==> config.mk <==
export PLATFORM = sky130hd
export DESIGN_NAME = vga_fb_arbiter
export DESIGN_NICKNAME = d
export VERILOG_FILES = /design/src/rtl/vga_pkg.sv /design/src/rtl/vga_pix_fifo.sv /design/src/rtl/vga_fb_arbiter.sv
export SDC_FILE = /design/constraint.sdc
export NUM_CORES = 1
export LEC_CHECK = 0
export BUFFER_PORTS_ARGS = -buffer_cell sky130_fd_sc_hd__buf_4
export CORE_ASPECT_RATIO = 1.25
export CORE_MARGIN = 2
export CORE_UTILIZATION = 40
export CTS_BUF_LIST = sky130_fd_sc_hd__clkbuf_8
export CTS_CLUSTER_SIZE = 14
export DETAILED_ROUTE_END_ITERATION = 7
export PLACE_DENSITY = 0.61
export SYNTH_ARGS = -nofsm -noshare
export SYNTH_HDL_FRONTEND = slang
export SYNTH_SLANG_ARGS = --single-unit
export TNS_END_PERCENT = 1
==> constraint.sdc <==
create_clock -name clk -period 4.1 [get_ports clk]
set_input_delay 0.41 -clock clk [delete_from_list [all_inputs] [get_ports clk]]
set_output_delay 0.41 -clock clk [all_outputs]
set_load 0.02 [all_outputs]
==> src/rtl/vga_pkg.sv <==
`default_nettype none
// ============================================================================
// Module      : vga_pkg
// Description : Shared constants and grant encoding for the framebuffer
//               arbiter and its scanout FIFO.
// Revision    : 1.0 - initial release
// ============================================================================
package vga_pkg;

    localparam int PIX_W   = 12;
    localparam int FB_W    = 320;
    localparam int FB_H    = 240;
    localparam int FB_SIZE = FB_W * FB_H;

    typedef enum logic [1:0] {
        GNT_NONE  = 2'd0,
        GNT_FETCH = 2'd1,
        GNT_W0    = 2'd2,
        GNT_W1    = 2'd3
    } grant_t;

endpackage
`default_nettype wire

==> src/rtl/vga_pix_fifo.sv <==
`default_nettype none
// ============================================================================
// Module      : vga_pix_fifo
// Description : Scanout prefetch FIFO with flush; head holds its last shown
//               value while empty.
// Revision    : 1.0 - initial release
// ============================================================================
module vga_pix_fifo
    import vga_pkg::*;
#(
    parameter int DEPTH = 8,
    parameter int WIDTH = PIX_W
) (
    input  logic                       clk,
    input  logic                       rst,
    input  logic                       flush,
    input  logic                       push,
    input  logic [WIDTH-1:0]           push_data,
    input  logic                       pop,
    output logic [WIDTH-1:0]           head,
    output logic [$clog2(DEPTH):0]     count,
    output logic                       empty
);

    localparam int c_PTR_W = $clog2(DEPTH);

    logic [WIDTH-1:0]   r_mem [DEPTH];
    logic [c_PTR_W-1:0] r_wr_ptr;
    logic [c_PTR_W-1:0] r_rd_ptr;
    logic [c_PTR_W:0]   r_count;
    logic [WIDTH-1:0]   r_hold;
    logic               w_push;
    logic               w_pop;

    assign empty  = (r_count == '0);
    assign count  = r_count;
    assign w_push = push && !flush;
    assign w_pop  = pop && !flush && !empty;
    // An empty FIFO keeps presenting whatever the consumer last saw.
    assign head   = empty ? r_hold : r_mem[r_rd_ptr];

    always_ff @(posedge clk) begin
        if (w_push) begin
            r_mem[r_wr_ptr] <= push_data;
        end
    end

    always_ff @(posedge clk or posedge rst) begin
        if (rst) begin
            r_wr_ptr <= '0;
            r_rd_ptr <= '0;
            r_count  <= '0;
            r_hold   <= '0;
        end else begin
            r_hold <= head;
            if (flush) begin
                r_wr_ptr <= '0;
                r_rd_ptr <= '0;
                r_count  <= '0;
            end else begin
                if (w_push) begin
                    r_wr_ptr <= r_wr_ptr + 1'b1;
                end
                if (w_pop) begin
                    r_rd_ptr <= r_rd_ptr + 1'b1;
                end
                case ({w_push, w_pop})
                    2'b10:   r_count <= r_count + 1'b1;
                    2'b01:   r_count <= r_count - 1'b1;
                    default: r_count <= r_count;
                endcase
            end
        end
    end

endmodule
`default_nettype wire

==> src/rtl/vga_fb_arbiter.sv <==
`default_nettype none
// ============================================================================
// Module      : vga_fb_arbiter
// Description : Single-port framebuffer arbiter: scanout prefetch with
//               watermark urgency, round-robin for two pixel writers.
// Revision    : 1.0 - initial release
// ============================================================================
module vga_fb_arbiter
    import vga_pkg::*;
#(
    parameter int ADDR_W     = 17,
    parameter int FB_SIZE    = vga_pkg::FB_SIZE,
    parameter int FIFO_DEPTH = 8,
    parameter int LOW_WM     = 2
) (
    input  logic              clk,
    input  logic              rst,
    input  logic              frame_start,
    input  logic              pix_rd,
    output logic [PIX_W-1:0]  pix_data,
    output logic              pix_valid,
    output logic              underflow,
    input  logic              w0_valid,
    input  logic [ADDR_W-1:0] w0_addr,
    input  logic [PIX_W-1:0]  w0_data,
    output logic              w0_ready,
    input  logic              w1_valid,
    input  logic [ADDR_W-1:0] w1_addr,
    input  logic [PIX_W-1:0]  w1_data,
    output logic              w1_ready,
    output logic              ram_en,
    output logic              ram_we,
    output logic [ADDR_W-1:0] ram_addr,
    output logic [PIX_W-1:0]  ram_wdata,
    input  logic [PIX_W-1:0]  ram_rdata
);

    localparam int                c_CNT_W   = $clog2(FIFO_DEPTH) + 1;
    localparam logic [c_CNT_W:0]  c_LOW_WM  = (c_CNT_W + 1)'(LOW_WM);
    localparam logic [c_CNT_W:0]  c_DEPTH   = (c_CNT_W + 1)'(FIFO_DEPTH);
    localparam logic [ADDR_W-1:0] c_FB_LAST = ADDR_W'(FB_SIZE - 1);

    logic [ADDR_W-1:0]  r_fetch_addr;
    logic               r_inflight;
    logic               r_rr_ptr;
    logic               r_underflow;
    logic [c_CNT_W-1:0] w_count;
    logic               w_empty;
    logic [c_CNT_W:0]   w_credit;
    logic               w_urgent;
    logic               w_permit;
    logic               w0_in_range;
    logic               w1_in_range;
    grant_t             w_grant;

    assign w_credit    = {1'b0, w_count} + {{c_CNT_W{1'b0}}, r_inflight};
    assign w_urgent    = (w_credit < c_LOW_WM);
    assign w_permit    = (w_credit < c_DEPTH);
    assign w0_in_range = (w0_addr <= c_FB_LAST);
    assign w1_in_range = (w1_addr <= c_FB_LAST);
    assign pix_valid   = !w_empty;
    assign underflow   = r_underflow;

    // Fetches are suppressed on frame_start so the restarted stream begins cleanly at 0.
    always_comb begin
        w_grant = GNT_NONE;
        if (!rst) begin
            if (!frame_start && w_urgent) begin
                w_grant = GNT_FETCH;
            end else if (w0_valid && w1_valid) begin
                w_grant = r_rr_ptr ? GNT_W1 : GNT_W0;
            end else if (w0_valid) begin
                w_grant = GNT_W0;
            end else if (w1_valid) begin
                w_grant = GNT_W1;
            end else if (!frame_start && w_permit) begin
                w_grant = GNT_FETCH;
            end
        end
    end

    // Out-of-range writes are acknowledged but never reach the RAM.
    always_comb begin
        ram_en    = 1'b0;
        ram_we    = 1'b0;
        ram_addr  = '0;
        ram_wdata = '0;
        w0_ready  = 1'b0;
        w1_ready  = 1'b0;
        case (w_grant)
            GNT_FETCH: begin
                ram_en   = 1'b1;
                ram_addr = r_fetch_addr;
            end
            GNT_W0: begin
                w0_ready  = 1'b1;
                ram_en    = w0_in_range;
                ram_we    = w0_in_range;
                ram_addr  = w0_addr;
                ram_wdata = w0_data;
            end
            GNT_W1: begin
                w1_ready  = 1'b1;
                ram_en    = w1_in_range;
                ram_we    = w1_in_range;
                ram_addr  = w1_addr;
                ram_wdata = w1_data;
            end
            default: ;
        endcase
    end

    always_ff @(posedge clk or posedge rst) begin
        if (rst) begin
            r_fetch_addr <= '0;
            r_inflight   <= 1'b0;
            r_rr_ptr     <= 1'b0;
            r_underflow  <= 1'b0;
        end else begin
            r_inflight <= (w_grant == GNT_FETCH);
            if (frame_start) begin
                r_fetch_addr <= '0;
            end else if (w_grant == GNT_FETCH) begin
                r_fetch_addr <= (r_fetch_addr == c_FB_LAST) ? '0 : r_fetch_addr + 1'b1;
            end
            if (w_grant == GNT_W0) begin
                r_rr_ptr <= 1'b1;
            end else if (w_grant == GNT_W1) begin
                r_rr_ptr <= 1'b0;
            end
            if (pix_rd && w_empty) begin
                r_underflow <= 1'b1;
            end
        end
    end

    vga_pix_fifo #(
        .DEPTH (FIFO_DEPTH),
        .WIDTH (PIX_W)
    ) u_fifo (
        .clk       (clk),
        .rst       (rst),
        .flush     (frame_start),
        .push      (r_inflight),
        .push_data (ram_rdata),
        .pop       (pix_rd),
        .head      (pix_data),
        .count     (w_count),
        .empty     (w_empty)
    );

endmodule
`default_nettype wire
=== Word level (Yosys, flattened, before mapping) ===
Memory sizes are Yosys's and may differ from the RTL's.
Index checks and enable logic that the tools add are counted.

* Input bits: 76
* Memories: 1
* Memory bits (writable): 96
* Output and inout bits: 47
* Logic and storage cells: 67
* Flip-flop bits (word level): 42

* $add $sub $neg: 6
* Muxes and demuxes: 27
* Equal/unequal tests: 6
* Magnitude comparators: 4
* Reductions and logical operators: 15

{| class="wikitable"
|+ Memory list
! memory !! depth !! bits a word !! read ports !! clocked after memory_dff !! write ports !! RTL line !! source
|-
| u_fifo.r_mem || 8 || 12 || 1 || 0 || 1 || vga_pix_fifo.sv:27 || <nowiki>logic [WIDTH-1:0] r_mem [DEPTH];</nowiki>
|}

{| class="wikitable"
|+ Operators by type and width
! operator !! count
|-
| $mux W17 || 3
|-
| $pmux W17 S3 || 1
|-
| $le A17 B17 Y1 const B || 2
|-
| $pmux W12 S2 || 1
|-
| $add A17 B1 Y17 const B || 1
|-
| $eq A17 B17 Y1 const B || 1
|-
| $mux W12 || 1
|-
| $mux W3 || 4
|-
| $mux W2 || 5
|-
| $mux W1 || 8
|-
| $pmux W4 S2 || 1
|-
| $reduce_bool A2 Y1 || 4
|-
| $logic_and A1 B1 Y1 || 7
|-
| $add A3 B1 Y3 const B || 2
|-
| $eq A2 B2 Y1 const B || 3
|-
| $add A4 B1 Y5 || 1
|-
| $lt A5 B2 Y1 const B || 1
|-
| $lt A5 B4 Y1 const B || 1
|-
| $add A4 B1 Y4 const B || 1
|-
| $eq A2 B1 Y1 const B || 2
|-
| $logic_not A4 Y1 || 1
|-
| $mux W4 || 1
|-
| $sub A4 B1 Y4 const B || 1
|-
| $pmux W1 S3 || 1
|-
| 3 further kinds || 4
|}

=== Longest topological paths before layout ===
Gate-level depths: netlist of the first run.

* Depth after elaboration: 12
* Mapped depth: 10
* Depth with buffers taken out: 9

=== Hierarchy ===
A second synthesis of the first run with hierarchy kept.

* Cells, all modules: 458
* Area, all modules: 6492.5 sq um

{| class="wikitable"
|+ By module, submodules not included
! module !! area an instance (sq um) !! instances !! sequential area each (sq um) !! cells an instance
|-
| vga_pix_fifo || 4677.0 || 1 || 3433.3 || 252
|-
| vga_fb_arbiter || 1815.5 || 1 || 500.5 || 206
|}

=== Worst setup path before layout of the first run ===
OpenSTA, ideal clock, no wires.

* Kind: input to output
* Start point: input port rst
* End point: output port ram_wdata[0]
* Arrival time: 2.482 ns
* Data required time: 3.690 ns
* Stages on the path: 5
* Buffers on the path: 1
* Setup slack: 1.208 ns
* Cell sequence: inv_1 > nand3_1 > a21oi_1 > clkbuf_1 > a22o_1

* Longest elaborated chain between the ends: 3
* Elaborated cells on any way between the ends: 4
* Those cells by class: eq/ne: 2; mux: 2

{| class="wikitable"
|+ Ends and longest elaborated chain
! item !! RTL line !! source
|-
| from (decl) || vga_fb_arbiter.sv:17 || <nowiki>input logic rst,</nowiki>
|-
| $mux W2 * || vga_fb_arbiter.sv:67 || <nowiki>if (!rst) begin</nowiki>
|-
| $eq A2 B2 Y1 || vga_fb_arbiter.sv:90 || <nowiki>case (w_grant)</nowiki>
|-
| $pmux W12 S2 * || vga_fb_arbiter.sv:90 ||
|-
| to (decl) || vga_fb_arbiter.sv:34 || <nowiki>output logic [PIX_W-1:0] ram_wdata,</nowiki>
|}

Every way passes the cells marked *; elsewhere a longest branch is shown, timed or not.

=== Worst setup path in the final report of the first run ===
* Start point: register r_inflight
* End point: output port ram_addr[3]

* Longest elaborated chain between the ends: 11
* Elaborated cells on any way between the ends: 15
* Those cells by class: add/sub: 1; order compare: 2; eq/ne: 3; mux: 7; reduce/logical: 2

{| class="wikitable"
|+ Ends and longest elaborated chain
! item !! RTL line !! source
|-
| from (decl) || vga_fb_arbiter.sv:44 || <nowiki>logic r_inflight;</nowiki>
|-
| from (signal assigned) || vga_fb_arbiter.sv:120 || <nowiki>r_inflight <= (w_grant == GNT_FETCH);</nowiki>
|-
| $add A4 B1 Y5 * || vga_fb_arbiter.sv:56 || <nowiki>assign w_credit = {1'b0, w_count} + {{c_CNT_W{1'b0}}, r_inflight};</nowiki>
|-
| $lt A5 B4 Y1 || vga_fb_arbiter.sv:58 || <nowiki>assign w_permit = (w_credit < c_DEPTH);</nowiki>
|-
| $logic_and A1 B1 Y1 || vga_fb_arbiter.sv:76 || <nowiki>end else if (!frame_start && w_permit) begin</nowiki>
|-
| $mux W1 || vga_fb_arbiter.sv:76 ||
|-
| $mux W2 || vga_fb_arbiter.sv:74 || <nowiki>end else if (w1_valid) begin</nowiki>
|-
| $mux W2 || vga_fb_arbiter.sv:72 || <nowiki>end else if (w0_valid) begin</nowiki>
|-
| $mux W2 || vga_fb_arbiter.sv:70 || <nowiki>end else if (w0_valid && w1_valid) begin</nowiki>
|-
| $mux W2 * || vga_fb_arbiter.sv:68 || <nowiki>if (!frame_start && w_urgent) begin</nowiki>
|-
| $mux W2 * || vga_fb_arbiter.sv:67 ||
|-
| $eq A2 B2 Y1 or $eq A2 B1 Y1 (tied branches) || vga_fb_arbiter.sv:90 ||
|-
| $pmux W17 S3 * || vga_fb_arbiter.sv:90 ||
|-
| to (decl) || vga_fb_arbiter.sv:33 || <nowiki>output logic [ADDR_W-1:0] ram_addr,</nowiki>
|}

Marks and branches as above.

==> run metrics, run 1 <==
outcome=complete, no violations; core footprint=between 0.015 and 0.02 mm^2; Netlist cell types=51; diodes inserted=0; Ys Warns=0; NumNets Final=659; first-pass GRT wire length=22000 um; clock slew at reported path FFs=around 0.080 ns; switch share=0.342; worst slack, placed=0.953 ns; sequential share of power=0.373; drt total wl=approximately 14000 um; Post-synth EDFFs=96; Die ar.=0.0167 mm^2; Die Width=between 100 and 150 um; share of layout cells above drive strength 1=0.348; Max FO, Critical Path=35; Worst slew margin=0.137; # rows=51; Pleak=3.13 nW; Tightest Pin Transition=1.29 ns; largest net degree at the start of global routing=45; Required @ worst endpoint=around 3.7 ns; CTS tree=done; PD cells=580 mW/mm^2; Slew Limit Fails=0; Fmax achieved=between 200 and 300 MHz; vias in the first global route=about 4300; register area share after synthesis=0.629; num ports=123; Finish-stage setup viols=0; Setup crit start kind=flip-flop; clock sinks=138; Initial DRT Pass Iterations=6; Sum Neg Setup Slack=0 ns; CP Capture Type=output port; cts hold-fix bufs=0; Initial Util=0.405; Inserted Clock Buffers=17; RSZ-0062 raised after global routing=false; Worst Hold Class=in2async; Resize count post-CTS=0; Worst R2R Start=r_inflight; routed len/inst=about 18 um; vias per cell=around 5.4; Peak VDD IR=approximately 0.00027 V; launch point of the worst path=r_inflight; HPWL Detailed=9740 um; grt peak-use layer=met2; Post-DRT Antenna Nets=0; Final Wtd Congestion=0.792; clk_skew=0.0114 ns; Final WS setup=0.499 ns; critical path class=reg2out; fill count=1348; most common cell after layout, fill and taps aside=buf_4; met2 Track Usage GR=0.306; gr ovfl total=0; syn_area_per_cell=between 10 and 15 um^2; CTS root buf=clkbuf_8; MaxCap Viol Count=0; area grow syn2layout=25.8%; Pint=3.00 mW; Final min period=approximately 3.6 ns; asr flop ratio synth=0.304; First DRT Iteration DRCs=~280; DRC viols=0; antenna violations before repair=0; Post-CTS Setup Inserts=0; Post-Syn Area=0.00626 mm^2; most frequent cells in the layout=buf_4 (136), edfxtp_1 (96), dfrtp_1 (42); IO buf count=122; H-tree Lvls=4; Core Util, Final=0.510; die height=144 um; register bit total from synthesis=138; Tot Pwr=4.57 mW; NetSw=approximately 1.6 mW; Gate Count Post-Synth=446; via count of the routed design=about 4300; Syn Nets=529; Final Hold Fails=0; GR Util met1=0.211; Comb power frac=0.363; gr usage total=0.176; Clock Latency Late Sink=0.42 ns; met3 Usage GRT=0.0413; period utilization=0.878; Top FF cell, synth=edfxtp_1; WP data arrival=3.19 ns; clock buffer depth=2; clock share of power=0.264
-- per-stage QoR --
stage                     std cells  hold WS, ns  cell area [um^2]
after floorplan                 446        0.466              6260
after global placement          769        0.439              7430
after detailed placement        769        0.458              7430
after CTS                       801        0.147              7870
after global routing            801        0.144              7870
final                           801        0.144              7870
-- critical path, stage by stage, from the launching register on --
cell	delay, ns
dfrtp_1	0.49
and2_1	0.21
ha_1	0.19
nand2b_1	0.14
mux2i_1	0.41
nand3_2	0.28
inv_2	0.52
a222oi_1	0.25
inv_1	0.12
buf_4	0.14
-- layout make-up --
type / count / area, um^2 / area share
Clock inverter: 14 / 196 / 0.0250
Tap cell: 212 / 265 / 0.0337
Multi-Input combinational cell: 249 / 2080 / 0.264
Inverter: 34 / 128 / 0.0162
Timing Repair Buffer: 136 / 1020 / 0.130
Clock buffer: 18 / 248 / 0.0315
Sequential cell: 138 / 3930 / 0.500
-- sequential cells by signal (all words and copies together), names as in the netlist --
name,count
u_fifo.r_wr_ptr,3
r_rr_ptr,1
u_fifo.r_mem,96
r_inflight,1
u_fifo.r_hold,12
u_fifo.r_rd_ptr,3
underflow,1
r_fetch_addr,17
u_fifo.count,4
-- layer usage --
layer / vias up / wire [um]
li1: 1980 / -
met1: 2142 / 5940
met2: 162 / 7290
met3: 24 / 861
met4: 0 / 300
met5: - / 0
-- cells by family (layout without fill, tap and decap cells) --
family                   Yosys count  after routing  synth area share
adder cells (fa/ha/maj)            7              7            0.0152
AND/OR/NAND/NOR                  103            103            0.0844
buffers and inverters             59            202            0.0410
AO/OA/AOI/OAI                     87             87             0.102
multiplexers                      42             42             0.115
flip-flops                       138            138             0.629
XOR/XNOR                          10             10            0.0140
-- path summary, 6_finish.rpt --
| path | endpoint | slack [ns] | cells past startpoint |
|---|---|---|---|
| setup reg to reg | r_fetch_addr[3] | 1.28 | 8 |
| setup / recovery | ram_addr[3] | 0.50 | 9 |
| hold reg to reg | underflow | 0.47 | 1 |
| hold / removal | r_rr_ptr | 0.14 | 3 |
| min in group clk | r_rr_ptr | 0.19 | 2 |
| max in group asynchronous | r_fetch_addr[16] | 3.55 | 3 |
-- synthesized netlist by cell type (3+ instances only) --
library cell | number | share of area
inv_1 | 33 | 0.020
a31oi_1 | 9 | 0.0090
a21oi_1 | 14 | 0.011
nand2b_1 | 7 | 0.0070
ha_1 | 6 | 0.012
nor2_1 | 21 | 0.013
a22o_1 | 14 | 0.020
edfxtp_1 | 96 | 0.46
nor2b_1 | 3 | 0.0030
buf_4 | 4 | 0.0048
nor3_1 | 6 | 0.0048
buf_2 | 4 | 0.0032
dfrtp_1 | 42 | 0.17
nand2_1 | 31 | 0.019
o2bb2ai_1 | 4 | 0.0056
nand4_1 | 3 | 0.0030
clkbuf_1 | 13 | 0.0078
o21ai_0 | 15 | 0.012
o22ai_1 | 4 | 0.0040
mux4_2 | 24 | 0.086
a222oi_1 | 17 | 0.027
xnor2_1 | 4 | 0.0056
mux2i_1 | 18 | 0.029
xor2_1 | 6 | 0.0084
nand3_1 | 14 | 0.011
-- power groups by stage --
stage | registers (mW) | clock network (mW) | logic [mW]
global route | 1.72 | 1.30 | 1.82
floorplan | 1.69 | 0 | 1.09
detailed placement | 1.73 | 0 | 1.68
finish | 1.70 | 1.21 | 1.66
CTS | 1.70 | 1.24 | 1.69
global placement | 1.73 | 0 | 1.66
Note: power is estimated with default switching activity, not from simulation.
==> inputs of run 2 (changes only) <==
CORE_ASPECT_RATIO = not set   (was 1.25)
clock period = 4.4 ns   (was 4.1 ns; I/O delays follow)
==> run metrics, run 2 (synthesis results as in run 1) <==
launch point of the worst path=r_inflight; Peak VDD IR=~0.00028 V; H-tree Lvls=4; Worst Hold Class=in2async; hold_ws=0.177 ns; Inserted Clock Buffers=17; Final WS setup=roughly 0.86 ns; Initial Util=0.410; WP data arrival=3.10 ns; Setup crit start kind=flip-flop; Final Wtd Congestion=around 0.9; Initial DRT Pass Iterations=7; share of layout cells above drive strength 1=0.336; Required @ worst endpoint=~4.0 ns; Sum Neg Setup Slack=0 ns; fill count=1290; Post-CTS Setup Inserts=0; Core Util, Final=0.513; num ports=123; Pleak=between 3 and 4 nW; worst r2r dst=r_fetch_addr[9]; IO buf count=approximately 120; max FFs per register=96; reg2reg setup slack=1.56 ns; Slew Limit Fails=0; clock buffer depth=2; via count of the routed design=4245; clock sinks=138; worst reg2reg path depth=8; core footprint=0.0153 mm^2; DRC viols=0; Fmax achieved=282 MHz; Final min period=3.54 ns; vias per cell=5.31; critical path class=reg2out; RSZ-0062 raised after global routing=false; vias in the first global route=4201; worst slack, placed=~1.3 ns; diodes inserted=0; Final Hold Fails=0; NumNets Final=660; clock slew at reported path FFs=~0.07 ns; Post-Place Cell Area=approximately 0.0074 mm^2; HPWL Detailed=around 9800 um; MaxCap Viol Count=0; Finish-stage setup viols=0; Tightest Pin Transition=1.15 ns; Worst R2R Start=r_inflight; Post-DRT Antenna Nets=0; Design Area, Final=0.00783 mm^2; gr ovfl total=0; outcome=complete, no violations; CTS root buf=clkbuf_8; drt total wl=14400 um; PD cells=529 mW/mm^2; most common cell after layout, fill and taps aside=buf_4; gr usage total=0.178; first-pass GRT wire length=22100 um; area grow syn2layout=25.2%; most frequent cells in the layout=buf_4 (137), edfxtp_1 (96), dfrtp_1 (42); cts hold-fix bufs=0; Resize count post-CTS=0; # rows=45; largest net degree at the start of global routing=45; top flop regs=u_fifo.r_mem: 96 flops, r_fetch_addr: 17 flops, u_fifo.r_hold: 12 flops; Die ar.=0.0167 mm^2; clk_skew=0.00692 ns; Die Width=129 um; First DRT Iteration DRCs=368; die height=129 um; Worst slew margin=0.228; routed len/inst=between 15 and 20 um; period utilization=0.805; CTS tree=done; antenna violations before repair=0; Clock Latency Late Sink=0.43 ns; Max FO, Critical Path=35; Reg with most FFs=u_fifo.r_mem; CP Capture Type=output port
## run 2: cell types whose count changed in the layout (fill, tap and decap cells not counted), sizes merged
cell | previous run | this run
buf | 136 | 137
clkbuf | 18 | 17
clkinvlp | 3 | 1
inv | 35 | 37
## run 2: layout make-up
| cell class | count | area, um^2 | area share |
|---|---|---|---|
| sequential | 138 | 3930 | 0.502 |
| multi-input combinational | 249 | 2080 | 0.266 |
| timing repair buffer | 137 | 1030 | 0.131 |
| tap | 211 | 264 | 0.0337 |
| clock buffer | 17 | 234 | 0.0299 |
| clock inverter | 14 | 164 | 0.0209 |
| inverter | 34 | 128 | 0.0163 |
## run 2: worst max path at each step
stage                     cells after the start      endpoint
after CTS                                     9   ram_addr[1]
after detailed placement                      9   ram_addr[1]
final                                         9  ram_addr[13]
after floorplan                               5  ram_wdata[0]
after global routing                          9  ram_addr[13]
after global placement                        9   ram_addr[1]
## run 2: metrics by stage
| stage | total power, mW | instances |
|---|---|---|
| CTS | 4.21 | 800 |
| global route | 4.39 | 800 |
| detailed placement | 3.16 | 769 |
| floorplan | 2.59 | 446 |
| global placement | 3.14 | 769 |
| finish | 4.14 | 800 |
## run 2: where the power goes
part           internal, mW  leakage [nW]  switching, mW
Clock                 0.597         0.209          0.442
Combinational         0.662          1.51          0.864
Sequential             1.50          1.42         0.0713
Total                  2.76          3.13           1.38
## run 2: worst max-delay path: stages, from the launching register on
cell and delay (ns):
dfrtp_1 0.49, and2_1 0.21, ha_1 0.19, nand2b_1 0.14, mux2i_1 0.40, nand3_2 0.25
inv_2 0.52, a222oi_1 0.22, inv_1 0.10, buf_4 0.14
## run 2: per-layer routing
| layer | global-route usage | routed length [um] | part of all wire | vias to the layer above |
|---|---|---|---|---|
| met3 | 0.0417 | 973 | 0.068 | 28 |
| met4 | 0.0850 | 383 | 0.027 | 0 |
| met5 | 0 | 0 | 0 | - |
| met1 | 0.209 | 5840 | 0.41 | 2039 |
| li1 | - | - | - | 1982 |
| met2 | 0.309 | 7170 | 0.50 | 196 |
